==> src/rtl/bus_arbiter.sv <==
// bus_arbiter
// Two-master arbiter for a single shared memory bus. Port 0 is instruction
// fetch and port 1 is the memory stage. Port 1 wins ties, but a starvation
// counter hands the bus to port 0 after STARVE_LIMIT consecutive port-1
// completions. m1_lock keeps port 1 on the bus for LDM/STM bursts, and it
// overrides the starvation limit while it is held. When the bus is idle the
// owner is picked combinationally, so arbitration adds no latency.
//
// state | meaning
// IDLE  | no registered owner; owner picked combinationally this cycle
// OWN0  | port 0 holds the bus (wait states, until completion or abort)
// OWN1  | port 1 holds the bus (wait states or locked burst)
//
// Ports
//   clk, Nrst                    clock; synchronous active-high reset
//   m0_* busaddr/rd_req/wr_req/wr_data    port-0 request (in)
//   m0_rw_wait, m0_rd_data                port-0 response (out)
//   m1_* busaddr/rd_req/wr_req/wr_data/lock  port-1 request (in)
//   m1_rw_wait, m1_rd_data                port-1 response (out)
//   busaddr, rd_req, wr_req, wr_data      shared bus request (out)
//   rw_wait, rd_data                      shared bus response (in)
//   grant0, grant1                        effective owner (out)
//   proto_err                             sticky read+write collision flag (out)
module bus_arbiter #(
    parameter int STARVE_LIMIT = 4
) (
    input  logic        clk,
    input  logic        Nrst,
    input  logic [31:0] m0_busaddr,
    input  logic        m0_rd_req,
    input  logic        m0_wr_req,
    input  logic [31:0] m0_wr_data,
    output logic        m0_rw_wait,
    output logic [31:0] m0_rd_data,
    input  logic [31:0] m1_busaddr,
    input  logic        m1_rd_req,
    input  logic        m1_wr_req,
    input  logic [31:0] m1_wr_data,
    input  logic        m1_lock,
    output logic        m1_rw_wait,
    output logic [31:0] m1_rd_data,
    output logic [31:0] busaddr,
    output logic        rd_req,
    output logic        wr_req,
    output logic [31:0] wr_data,
    input  logic        rw_wait,
    input  logic [31:0] rd_data,
    output logic        grant0,
    output logic        grant1,
    output logic        proto_err
);

    localparam int SW = (STARVE_LIMIT < 1) ? 1 : $clog2(STARVE_LIMIT + 1);
    localparam logic [SW-1:0] SLIM = SW'(STARVE_LIMIT);

    typedef enum logic [1:0] {
        IDLE = 2'd0,
        OWN0 = 2'd1,
        OWN1 = 2'd2
    } state_t;

    state_t        state, state_nxt;
    logic [SW-1:0] scnt, scnt_nxt;
    logic          err_q;

    logic m0_req, m1_req;
    logic m0_wr_eff, m1_wr_eff;
    logic own0, own1;
    logic cpl0, cpl1;
    logic err_now;

    assign m0_req = m0_rd_req | m0_wr_req;
    assign m1_req = m1_rd_req | m1_wr_req;

    // A simultaneous read and write is treated as a read.
    assign m0_wr_eff = m0_wr_req & ~m0_rd_req;
    assign m1_wr_eff = m1_wr_req & ~m1_rd_req;

    assign err_now = (m0_rd_req & m0_wr_req) | (m1_rd_req & m1_wr_req);

    // Effective owner. Reset masks every grant combinationally.
    always_comb begin
        own0 = 1'b0;
        own1 = 1'b0;
        if (!Nrst) begin
            case (state)
                OWN0: own0 = 1'b1;
                OWN1: own1 = 1'b1;
                default: begin
                    if (m0_req && m1_req) begin
                        if (scnt == SLIM) own0 = 1'b1;
                        else              own1 = 1'b1;
                    end else if (m0_req) begin
                        own0 = 1'b1;
                    end else if (m1_req) begin
                        own1 = 1'b1;
                    end
                end
            endcase
        end
    end

    assign cpl0 = own0 & m0_req & ~rw_wait;
    assign cpl1 = own1 & m1_req & ~rw_wait;

    // Bus forwarding from the owner; everything zero without one.
    always_comb begin
        busaddr = 32'h0;
        rd_req  = 1'b0;
        wr_req  = 1'b0;
        wr_data = 32'h0;
        if (own0) begin
            busaddr = m0_busaddr;
            rd_req  = m0_rd_req;
            wr_req  = m0_wr_eff;
            wr_data = m0_wr_data;
        end else if (own1) begin
            busaddr = m1_busaddr;
            rd_req  = m1_rd_req;
            wr_req  = m1_wr_eff;
            wr_data = m1_wr_data;
        end
    end

    assign m0_rw_wait = own0 ? rw_wait : m0_req;
    assign m1_rw_wait = own1 ? rw_wait : m1_req;
    assign m0_rd_data = rd_data;
    assign m1_rd_data = rd_data;
    assign grant0     = own0;
    assign grant1     = own1;
    assign proto_err  = ~Nrst & (err_q | err_now);

    always_comb begin
        state_nxt = IDLE;
        if (Nrst) begin
            state_nxt = IDLE;
        end else if (own0) begin
            if (m0_req && rw_wait) state_nxt = OWN0;
        end else if (own1) begin
            if (m1_req && rw_wait)     state_nxt = OWN1;
            else if (cpl1 && m1_lock)  state_nxt = OWN1;
        end
    end

    // Starvation counter: counts port-1 completions while port 0 waits.
    always_comb begin
        scnt_nxt = scnt;
        if (Nrst || !m0_req || cpl0) begin
            scnt_nxt = '0;
        end else if (cpl1 && scnt != SLIM) begin
            scnt_nxt = scnt + SW'(1);
        end
    end

    always_ff @(posedge clk) begin
        if (Nrst) begin
            state <= IDLE;
            scnt  <= '0;
            err_q <= 1'b0;
        end else begin
            state <= state_nxt;
            scnt  <= scnt_nxt;
            err_q <= err_q | err_now;
        end
    end

endmodule

==> config.mk <==
export PLATFORM = sky130hd
export DESIGN_NAME = bus_arbiter
export DESIGN_NICKNAME = d
export VERILOG_FILES = /design/src/rtl/bus_arbiter.sv
export SDC_FILE = /design/constraint.sdc
export NUM_CORES = 1
export LEC_CHECK = 0
export ABC_AREA = 0
export BUFFER_PORTS_ARGS = -buffer_cell sky130_fd_sc_hd__buf_2
export CORE_AREA = 10 10 109 111
export DETAILED_ROUTE_END_ITERATION = 10
export DIE_AREA = 0 0 119 121
export HOLD_SLACK_MARGIN = 0.02
export PLACE_DENSITY = 0.75
export SYNTH_ARGS = -nofsm -noshare
export SYNTH_HDL_FRONTEND = slang
export SYNTH_SLANG_ARGS = --single-unit
==> constraint.sdc <==
create_clock -name clk -period 2.6 [get_ports clk]
set_clock_uncertainty 0.05 [all_clocks]
set_input_delay 0.52 -clock clk [delete_from_list [all_inputs] [get_ports clk]]
set_output_delay 0.52 -clock clk [all_outputs]
set_load 0.03 [all_outputs]
==> results.toml <==
[power_and_ir_drop]
vdd_drop_max_uv = 323
p_per_area_nw_per_um2 = 286
p_int_mw = 0.625
p_leak_nw = 2.22
p_sw_share_pct = 47.9
pwr-share-comb_pct = 80.1
power.switching_mw = 0.575
p_clk_share_pct = 11.6
power_frac_seq_pct = 8.3

[logic_synthesis]
yosysTopAreaCellShare_pct = 30.7
seq_area_frac_synth_pct = 4.54
synth-edff-count = 0
ys_ff_latch = 6
synthTopCellsByArea = "o32ai_2 (31%), buf_4 (20%), inv_1 (9.9%)"
syn_inst = 354
yosys-top-cells-count = "buf_4 (70), inv_1 (70), nand2_1 (64)"
synth-async-reset-ratio_pct = 0
avgSynthCellArea_um2 = 7.47
ys_types = 38
synth_flop_cell = "dfxtp_1"
yosys_warnings = 0
synth_top_area_cell = "o32ai_2"
syn_nets = 526
netlist_area_um2 = 2650

[timing]
timing.setup.tns_ns = -0.0129
max_freq_mhz = 384
worstMarginPinSlew_ns = 0.420
hold_viol = 0
period_share_pct = 100
worst_slack_ns = -0.00750
period_minus_slack_ns = 2.61
slew_headroom_pct = 71.8
whs_ns = 0.431
maxSlewViolCount = 0
finalSetupViolations = 2
rsz0062_at_grt = "true"

[clock_tree]
cts_root_buffer = "clkbuf_8"
ctsHoldBuffers = 0
clock_path_buffers = 2
path_clk_slew_ns = 0.04
insertion_delay_ns = 0.22
cts_made_buffers = 3
h-tree-depth = 1
cts_tree = "yes"
clkSinkCount = 6

[global_routing]
grt_pass1_vias = 3204
grt_use_total_pct = 13.8
grt_pass1_wl_um = 16900
overflow = 0
grt_max_degree = 40
antenna_found_initial = 0

[die]
core-area_um2 = 9640
num_rows = 36
io_pins = 303
die_height_um = 121
start_util_pct = 27.4
die_w_um = 119
die-area_um2 = 14400

[status]
violations = "setup timing"
status = "complete, but fails checks"

[setup_path]
worstPathArrival_ns = 2.04
endpoint_kind = "output pin"
cp_slowest_stage_delay_ns = 0.33
crit_required_ns = 2.03
rrSetupSlack_ns = 0.90
cp-start-kind = "flip-flop"
critPathTopFamily = "buffers and inverters"
crit_fanout = 6
path_buf_inv = 3
crit_type = "reg2out"
critPathLaunch = "state[0]"
cp_cell_sequence = "inv_2 > ha_4 > nor2b_4 > a32oi_4 > bufbuf_16 > o32ai_1 > buf_4"
r2r_start = "state[0]"
slowest_stage = "dfxtp_2"

[place]
port_buffers = 206
gp_congestion = 0.873
dp.cells = 624
place_ws_ns = 0.0321
dp_hpwl_um = 8530

[final_layout]
layout-drive-gt1-share_pct = 64.2
antenna_cells = 0
regArea_um2 = 125
fillCellCount = 962
finish.utilization_pct = 43.5
multiInputGateArea_um2 = 1900
fin_cells = 638
synthToLayoutAreaGrowth_pct = 58.7
final_nets = 679

[detailed_routing]
drtIter0Drc = 164
vias = 3081
drc_errors = 0
routed_wirelength_um = 11600
routedWlPerCell_um = 18.2
ant_nets = 0
viasPerCell = 4.83
first_pass_iters = 5

[hold_path]
hp-class = "reg2reg"
worstHoldStart = "err_q"

[flow_run]
maxCapViolations = 0
[power by group through the flow]
stage | logic [mW] | clock network, mW | registers (mW)
4_1_cts | 0.878 | 0.141 | 0.0993
5_1_grt | 1.02 | 0.149 | 0.100
2_1_floorplan | 0.708 | 0 | 0.0992
6_report | 0.961 | 0.139 | 0.0998
3_3_place_gp | 0.793 | 0 | 0.0999
3_5_place_dp | 0.804 | 0 | 0.0998
[cell type report]
type	instances	share of cell area (%)
clock buffers	3	0.984
inverters	70	6.26
multi-input cells	185	45.3
flip-flops and latches	6	2.98
well taps	133	3.97
repair buffers	241	40.5
[repair_timing]
item | 4_1_cts | 5_1_grt
resized for setup | 52 | 59
pin swaps | 9 | 12
cloned | 2 | 6
buffers inserted | 1 | 3
endpoints found under the setup margin | 64 | 65
[logic make-up after synthesis]
| logic type | after synthesis | synth area share (%) |
|---|---|---|
| adders and majority gates | 4 | 1.89 |
| and+or+nand+nor | 93 | 15.6 |
| buffers and inverters | 163 | 35.1 |
| DFF | 6 | 4.54 |
| AOI/OAI and AO/OA | 85 | 41.7 |
| muxes | 3 | 1.14 |
[flip-flops by register name (all words and copies together), names as in the netlist]
signal,count
err_q,1
scnt,3
state,2
[cell usage in the layout (no fill, tap or decap), types with 2 or more instances in the layout]
cell type / n
nor2_1: 7
mux2i_1: 3
clkbuf_8: 3
a211oi_1: 4
ha_4: 2
o32ai_2: 49
o31ai_1: 2
o32ai_1: 3
o21ai_0: 3
nand2b_1: 3
inv_1: 69
buf_2: 159
dfxtp_1: 2
nand4_1: 3
buf_8: 6
ha_1: 2
nor4_1: 2
nand2_1: 64
nor2_4: 2
clkbuf_16: 3
o2bb2ai_1: 2
or2_2: 2
buf_4: 47
buf_6: 17
buf_12: 8
dfxtp_2: 4
o32ai_4: 12
or2_1: 2
[per-stage QoR]
step	total power [mW]	cell area, um2
3_3_place_gp	0.893	3570
5_1_grt	1.27	4200
3_5_place_dp	0.904	3570
4_1_cts	1.12	3830
2_1_floorplan	0.807	2720
6_report	1.20	4200
[worst paths after layout]
path	to	cells after the start
max reg2reg	state[1]	7
min	err_q	2
min reg2reg	err_q	2
max	wr_data[31]	7
[tightest hold or removal path, stage by stage, from the launching register on]
cell and delay (ns):
dfxtp_1 0.31, a221oi_1 0.06, nor2_1 0.08
[per-layer routing]
layer  share of wire, %  track usage [%]
met1                 40             15.7
met2                 50             24.6
met3                7.6             4.61
met4                1.8             2.90
met5                  0                0
(Power assumes the default switching activity.)
